==> src/rtl/dct_mac_acc.sv <==
// dct_mac_acc
//   Multiply-accumulate stage of the forward-DCT unit.
//   Stage 1 registers the signed product din*coef into mult_res.
//   Stage 2 accumulates TERMS consecutive products into one DCT coefficient.
//   Throughput is one term per enabled clock.
//
// Parameters
//   DWIDTH  signed pixel sample width
//   CWIDTH  signed coefficient width
//   AWIDTH  signed accumulator/result width (>= DWIDTH+CWIDTH)
//   TERMS   products per coefficient (power of two, 2..16)
//
// Ports
//   clk     rising-edge clock
//   rst     asynchronous reset, active-low
//   ena     global clock enable; one term per enabled cycle, all state frozen when low
//   dclr    marks the current term as the first term of a new sum
//   din     signed pixel sample
//   coef    signed cosine coefficient
//   result  signed completed sum; holds its value until the next completion
//   done    one-clock pulse when result has just been updated
//
// Build option
//   DCT_MAC_SAT_EN  when defined, the accumulate saturates to the signed
//                   AWIDTH limits; otherwise it wraps (two's complement).

module dct_mac_acc #(
  parameter int DWIDTH = 8,
  parameter int CWIDTH = 8,
  parameter int AWIDTH = 24,
  parameter int TERMS  = 8
) (
  input  logic                     clk,
  input  logic                     rst,
  input  logic                     ena,
  input  logic                     dclr,
  input  logic signed [DWIDTH-1:0] din,
  input  logic signed [CWIDTH-1:0] coef,
  output logic signed [AWIDTH-1:0] result,
  output logic                     done
);

  localparam int PWIDTH = DWIDTH + CWIDTH;
  localparam int CNTW   = $clog2(TERMS) + 1;

`ifdef DCT_MAC_SAT_EN
  localparam logic signed [AWIDTH-1:0] ACC_MAX = {1'b0, {(AWIDTH-1){1'b1}}};
  localparam logic signed [AWIDTH-1:0] ACC_MIN = {1'b1, {(AWIDTH-1){1'b0}}};
`endif

  logic signed [PWIDTH-1:0] mult_res;
  logic                     clr_d1;
  // mult_res only holds a real term once an enabled cycle has passed since
  // reset; stage 2 skips the reset bubble so the first block still spans
  // exactly TERMS presented terms.
  logic                     vld_d1;
  logic signed [AWIDTH-1:0] acc;
  logic [CNTW-1:0]          cnt;

  logic signed [AWIDTH-1:0] p;
  logic signed [AWIDTH-1:0] sum;
  logic signed [AWIDTH-1:0] sum_s;
  logic signed [AWIDTH-1:0] acc_nxt;
  logic [CNTW-1:0]          cnt_nxt;
  logic                     start;

  always_comb begin
    p     = AWIDTH'(mult_res);
    sum   = acc + p;
    sum_s = sum;
`ifdef DCT_MAC_SAT_EN
    // Overflow only when both operands share a sign and the sum flips it.
    if ((acc[AWIDTH-1] == p[AWIDTH-1]) && (sum[AWIDTH-1] != acc[AWIDTH-1]))
      sum_s = acc[AWIDTH-1] ? ACC_MIN : ACC_MAX;
`endif
    // Start a new sum on an explicit clear or right after a completion.
    start   = clr_d1 || (cnt == CNTW'(TERMS));
    acc_nxt = start ? p : sum_s;
    cnt_nxt = start ? CNTW'(1) : cnt + CNTW'(1);
  end

  always_ff @(posedge clk or negedge rst) begin
    if (!rst) begin
      mult_res <= '0;
      clr_d1   <= 1'b0;
      vld_d1   <= 1'b0;
      acc      <= '0;
      cnt      <= '0;
      result   <= '0;
      done     <= 1'b0;
    end else begin
      done <= 1'b0;
      if (ena) begin
        mult_res <= PWIDTH'(din) * PWIDTH'(coef);
        clr_d1   <= dclr;
        vld_d1   <= 1'b1;
        if (vld_d1) begin
          acc <= acc_nxt;
          cnt <= cnt_nxt;
          if (cnt_nxt == CNTW'(TERMS)) begin
            result <= acc_nxt;
            done   <= 1'b1;
          end
        end
      end
    end
  end

endmodule

==> config.mk <==
export PLATFORM = sky130hd
export DESIGN_NAME = dct_mac_acc
export DESIGN_NICKNAME = d
export VERILOG_FILES = /design/src/rtl/dct_mac_acc.sv
export SDC_FILE = /design/constraint.sdc
export NUM_CORES = 1
export LEC_CHECK = 0
export ABC_AREA = 0
export CAP_MARGIN = 20
export CELL_PAD_IN_SITES_DETAIL_PLACEMENT = 1
export CELL_PAD_IN_SITES_GLOBAL_PLACEMENT = 2
export CORE_ASPECT_RATIO = 0.7
export CORE_MARGIN = 2
export CORE_UTILIZATION = 35
export CTS_CLUSTER_DIAMETER = 50
export CTS_CLUSTER_SIZE = 8
export DETAILED_ROUTE_END_ITERATION = 10
export GPL_TIMING_DRIVEN = 0
export PLACE_DENSITY_LB_ADDON = 0.15
export SETUP_SLACK_MARGIN = 0.15
export SLEW_MARGIN = 40
export SYNTH_ARGS = -nofsm -noshare
export SYNTH_HDL_FRONTEND = slang
export SYNTH_SLANG_ARGS = --single-unit
==> constraint.sdc <==
create_clock -name clk -period 2.1 [get_ports clk]
set_input_delay 0.42 -clock clk [delete_from_list [all_inputs] [get_ports clk]]
set_output_delay 0.42 -clock clk [all_outputs]
set_load 0.02 [all_outputs]
Word-level counts from Yosys, hierarchy flattened
Index checks and enable logic that the tools add are counted.
W data, S select, Z words.
{ "word_totals": {"reg_bits": 71, "input_bits": 20} }
{ "classes": {"eq_ne": 2, "mul": 1, "reduce_logical": 3, "addsub": 2, "n_mux": 5} }
{ "op_table": {"columns": ["cell", "n"], "rows": [
  ["$add A24 B16 Y24", 1],
  ["$mux W24", 1],
  ["$mul A8 B8 Y16", 1],
  ["$eq A4 B4 Y1 const B", 2],
  ["$add A4 B1 Y4 const B", 1],
  ["$mux W4", 1],
  ["$mux W1", 3],
  ["$reduce_and A3 Y1", 1],
  ["$reduce_and A2 Y1", 1],
  ["$logic_or A1 B1 Y1", 1]
]} }

Depth between registers and ports, before layout
{ "depth": {"ltp_word": 7, "depth_mapped": 18, "mapped_depth_nobuf": 18} }

Worst setup path before layout
OpenSTA, ideal clock, no wires.
{ "synth_timing": {"kind": "input-to-reg", "start": "input port din[3]", "end": "register mult_res[12]", "path_slack_ns": -2.367, "t_arrival_ns": 4.348, "path_stages": 17, "path_buffers": 0, "cell_sequence": "and2_1 > fa_1 > inv_1 > fa_1 > inv_1 > fa_1 > inv_1 > fa_1 > inv_1 > ha_1 > a21oi_1 > o21bai_1 > a21oi_1 > nor2b_1 > o21a_1 > or3_1 > a31o_1"} }
{ "synth_via": {"elab_chain_cells": 1} }
{ "synth_rtl": {"columns": ["item", "line", "rtl"], "rows": [
  ["start, declared", "37", "input logic signed [DWIDTH-1:0] din,"],
  ["$mul A8 B8 Y16", "94", "mult_res <= PWIDTH'(din) * PWIDTH'(coef);"],
  ["end signal, assigned", "94", null],
  ["end, declared", "51", "logic signed [PWIDTH-1:0] mult_res;"]
]} }
Every way passes these cells.
A chain may end at the register's enable or synchronous reset.

Worst setup path in the final report
{ "layout_timing": {"start": "input port coef[2]", "end": "register mult_res[15]"} }
{ "layout_via": {"elab_chain_cells": 1} }
{ "layout_rtl": {"columns": ["item", "line", "rtl"], "rows": [
  ["start, declared", "38", "input logic signed [CWIDTH-1:0] coef,"],
  ["$mul A8 B8 Y16", "94", null]
]} }
Every way passes these cells.

==> flow_summary.yaml <==
timing:
  period_minus_slack_ns: 4.20
  fin_skew_ns: 0.00996
  max_freq_mhz: 238
  fin_crit_sh_pct: 200
  drv_slew: 0
  report.final.hold_viol_count: 0
  worst_pin_slew_ns: 0.788
  relSlewSlack_pct: 47.4
  hold_ws_ns: 0.376
  setup_ws_ns: -2.10
  setup_tns_ns: -31.49
  finalSetupViolCount: 50
  rsz0062_at_grt: "true"
synth:
  syn-cell-area_um2: 6590
  seq_area_frac_synth_pct: 27.0
  ys.flop_type: "dfrtp_1"
  synthesis.nets: 847
  syn_inst: 717
  ys_warn_count: 0
  synth_seq_cells: 71
  avgSynthCellArea_um2: 9.19
  ys_async_sr_fraction_pct: 100
  synth_edf_count: 0
  synth_cell_type_count: 59
worst_setup_path:
  path_delay_family: "adder cells"
  path_max_fanout: 4
  arrival_ns: 4.42
  path_class: "input pin to flop"
  end_kind: "flop"
  startpoint_type: "input pin"
  path_buf_inv: 5
  max_stage_delay_ns: 0.54
  worstPathRequired_ns: 2.32
  crit_path_frequent_cell: "fa_1"
  critPathSlowestCell: "fa_1"
  worstPathCellList: "buf_12 -> and2_4 -> fa_1 -> inv_1 -> fa_1 -> inv_2 -> fa_1 -> inv_1 -> fa_1 -> inv_2 -> ha_4 -> a2111oi_4 -> nor3_2 -> a41oi_2 -> a21oi_2 -> xnor2_1 -> mux2_4"
final_layout:
  n_antenna_cell: 0
  drive_above_1_share_pct: 37.9
  nFillCells: 1948
  fin_cells: 1101
  postLayoutCellArea_um2: 9800
  final_nets: 990
  area_growth_pct: 48.8
  post-route-util_pct: 53.8
detailed_routing:
  drtIter0Drc: 271
  ant_nets: 0
  drt-total-wl_um: 22400
  viasPerCell: 5.23
  first_pass_iters: 4
  post_drt_wl_per_cell_um: 20.3
  route.vias.total: 5760
  drcViolationCount: 0
global_routing:
  grt_pass1_vias: 6264
  grt_start_max_net_pins: 46
  grt_pass1_wl_um: 34200
  grt_usage_pct: 22.0
  grt_antenna_before_repair: 0
  grt-ovfl-total: 0
clocking:
  cts_tree: "built"
  ctsHtreeMaxLevel: 3
  cts_max_path_buffers: 2
  clockRootBuffer: "clkbuf_16"
  cts.sinks: 71
  clkTransAtPathRegs_ns: 0.07
  clk_latency_ns: 0.34
  cts_made_buffers: 9
floorplan:
  die_area_um2: 20000
  core-area_um2: 18200
  dieHeight_um: 119
  rows: 41
  io_pins: 45
  dieWidth_um: 168
  start_util_pct: 36.2
pwr:
  peakVddDrop_uv: 650
  p_leak_nw: 4.32
  powerDensity_nw_per_um2: 1740
  finalPower_mw: 17.0
min_path:
  hp-class: "input pin to flop"
placement:
  dp_cells: 997
  placed_area_um2: 7720
  routabilityCongestion: 0.806
  dp_hpwl_um: 15300
  place_worst_setup_slack_ns: -3.14
  portBuffers: 43
flow_run:
  maxCapViolations: 0
status:
  violations: "negative setup slack"
  outcome: "complete, but fails checks"
[layout make-up]
cell class | count | area (um2) | share of cell area (%)
multi-input combinational | 535 | 5580 | 57.0
sequential | 71 | 1780 | 18.2
timing repair buffer | 132 | 1330 | 13.6
inverter | 89 | 337 | 3.43
tap | 236 | 295 | 3.01
clock buffer | 10 | 239 | 2.44
buffer | 22 | 164 | 1.67
clock inverter | 6 | 67.6 | 0.689
[metal layers]
layer	track usage, %	wire length, um	vias up
met5	0	0	-
met4	5.38	245	0
met3	2.98	1210	17
met2	33.6	10500	116
met1	32.7	10500	2934
li1	-	-	2693
[power by group]
part,internal [mW],switching [mW]
registers,1.91,0.548
clock network,0.957,0.651
logic,6.40,6.58
[layout by cell type, fill, tap and decap left out, types with 8 or more instances in the layout]
cell type,n
a21o_1,15
a21oi_1,21
a21oi_2,18
and2_1,28
and2_4,12
buf_12,8
buf_4,64
buf_6,29
clkbuf_1,8
clkbuf_16,11
clkdlybuf4s50_1,26
dfrtp_1,68
fa_1,51
ha_1,17
ha_4,32
inv_1,75
inv_2,13
nand2_1,66
nand2_2,8
nor2_1,22
nor3_1,8
o21ai_0,17
o21ai_1,24
o21ai_2,10
xnor2_1,15
xnor2_2,8
[what timing repair did]
| action | in CTS | in global routing |
|---|---|---|
| hold buffers | 1 | 0 |
| cloned | 0 | 3 |
| buffers inserted | 49 | 35 |
| endpoints found under the hold margin | 26 | 0 |
| pin swaps | 56 | 71 |
| setup endpoints to repair | 65 | 61 |
| resized for setup | 267 | 84 |
[worst reg2reg max path: stages, from the launching register on]
cell       delay, ns
dfrtp_1         0.44
ha_4            0.30
o211ai_1        0.37
nand2_2         0.19
o2111ai_4       0.15
a21oi_4         0.10
or3_4           0.42
a31oi_4         0.25
xor2_2          0.21
o31ai_1         0.08
[path summary, 6_finish.rpt]
path                                  start      endpoint  slack, ns  depth (start not counted)
worst max-delay path                coef[2]  mult_res[15]      -2.10                         17
worst min-delay path                 din[0]   mult_res[0]       0.38                          3
worst max register to register  mult_res[5]    result[21]      -0.54                          9
worst min register to register   result[12]    result[12]       0.49                          2
max in group asynchronous               rst        cnt[0]       1.03                          3
min in group asynchronous               rst     result[7]       0.51                          2
[state kept, by name, indices dropped and copies added, names as in the netlist]
signal,flops
acc,24
clr_d1,1
cnt,4
done,1
mult_res,16
result,24
vld_d1,1
[synth_stat cells, drive strengths merged (6+ instances only)]
master   n  area share [%]
inv     89             5.1
nand2   79             4.5
dfrtp   71              27
fa      56              17
o21ai   56             4.3
ha      54              10
a21oi   44             3.5
and2    40             3.8
nor2    28             1.6
xnor2   23             3.1
clkbuf  20             1.1
a21o    16             1.8
mux2    13             2.2
nor2b   12             1.1
nor3    11            0.84
xor2     9             1.2
mux2i    8             1.2
and3     7            0.66
o21a     7            0.80
or3      7            0.74
nand3    6            0.46
[cell families (layout without fill, tap and decap cells)]
group                      count (synthesis)  in the layout  synth area share, %
buffers and inverters                    111            259                 6.36
and+or+nand+nor                          211            211                 16.2
xor gates and xnor gates                  32             32                 4.25
adders and majority gates                110            110                 27.3
DFF                                       71             71                 27.0
muxes                                     21             21                 3.44
AOI/OAI and AO/OA                        161            161                 15.5
Note: power is estimated with default switching activity, not from simulation.
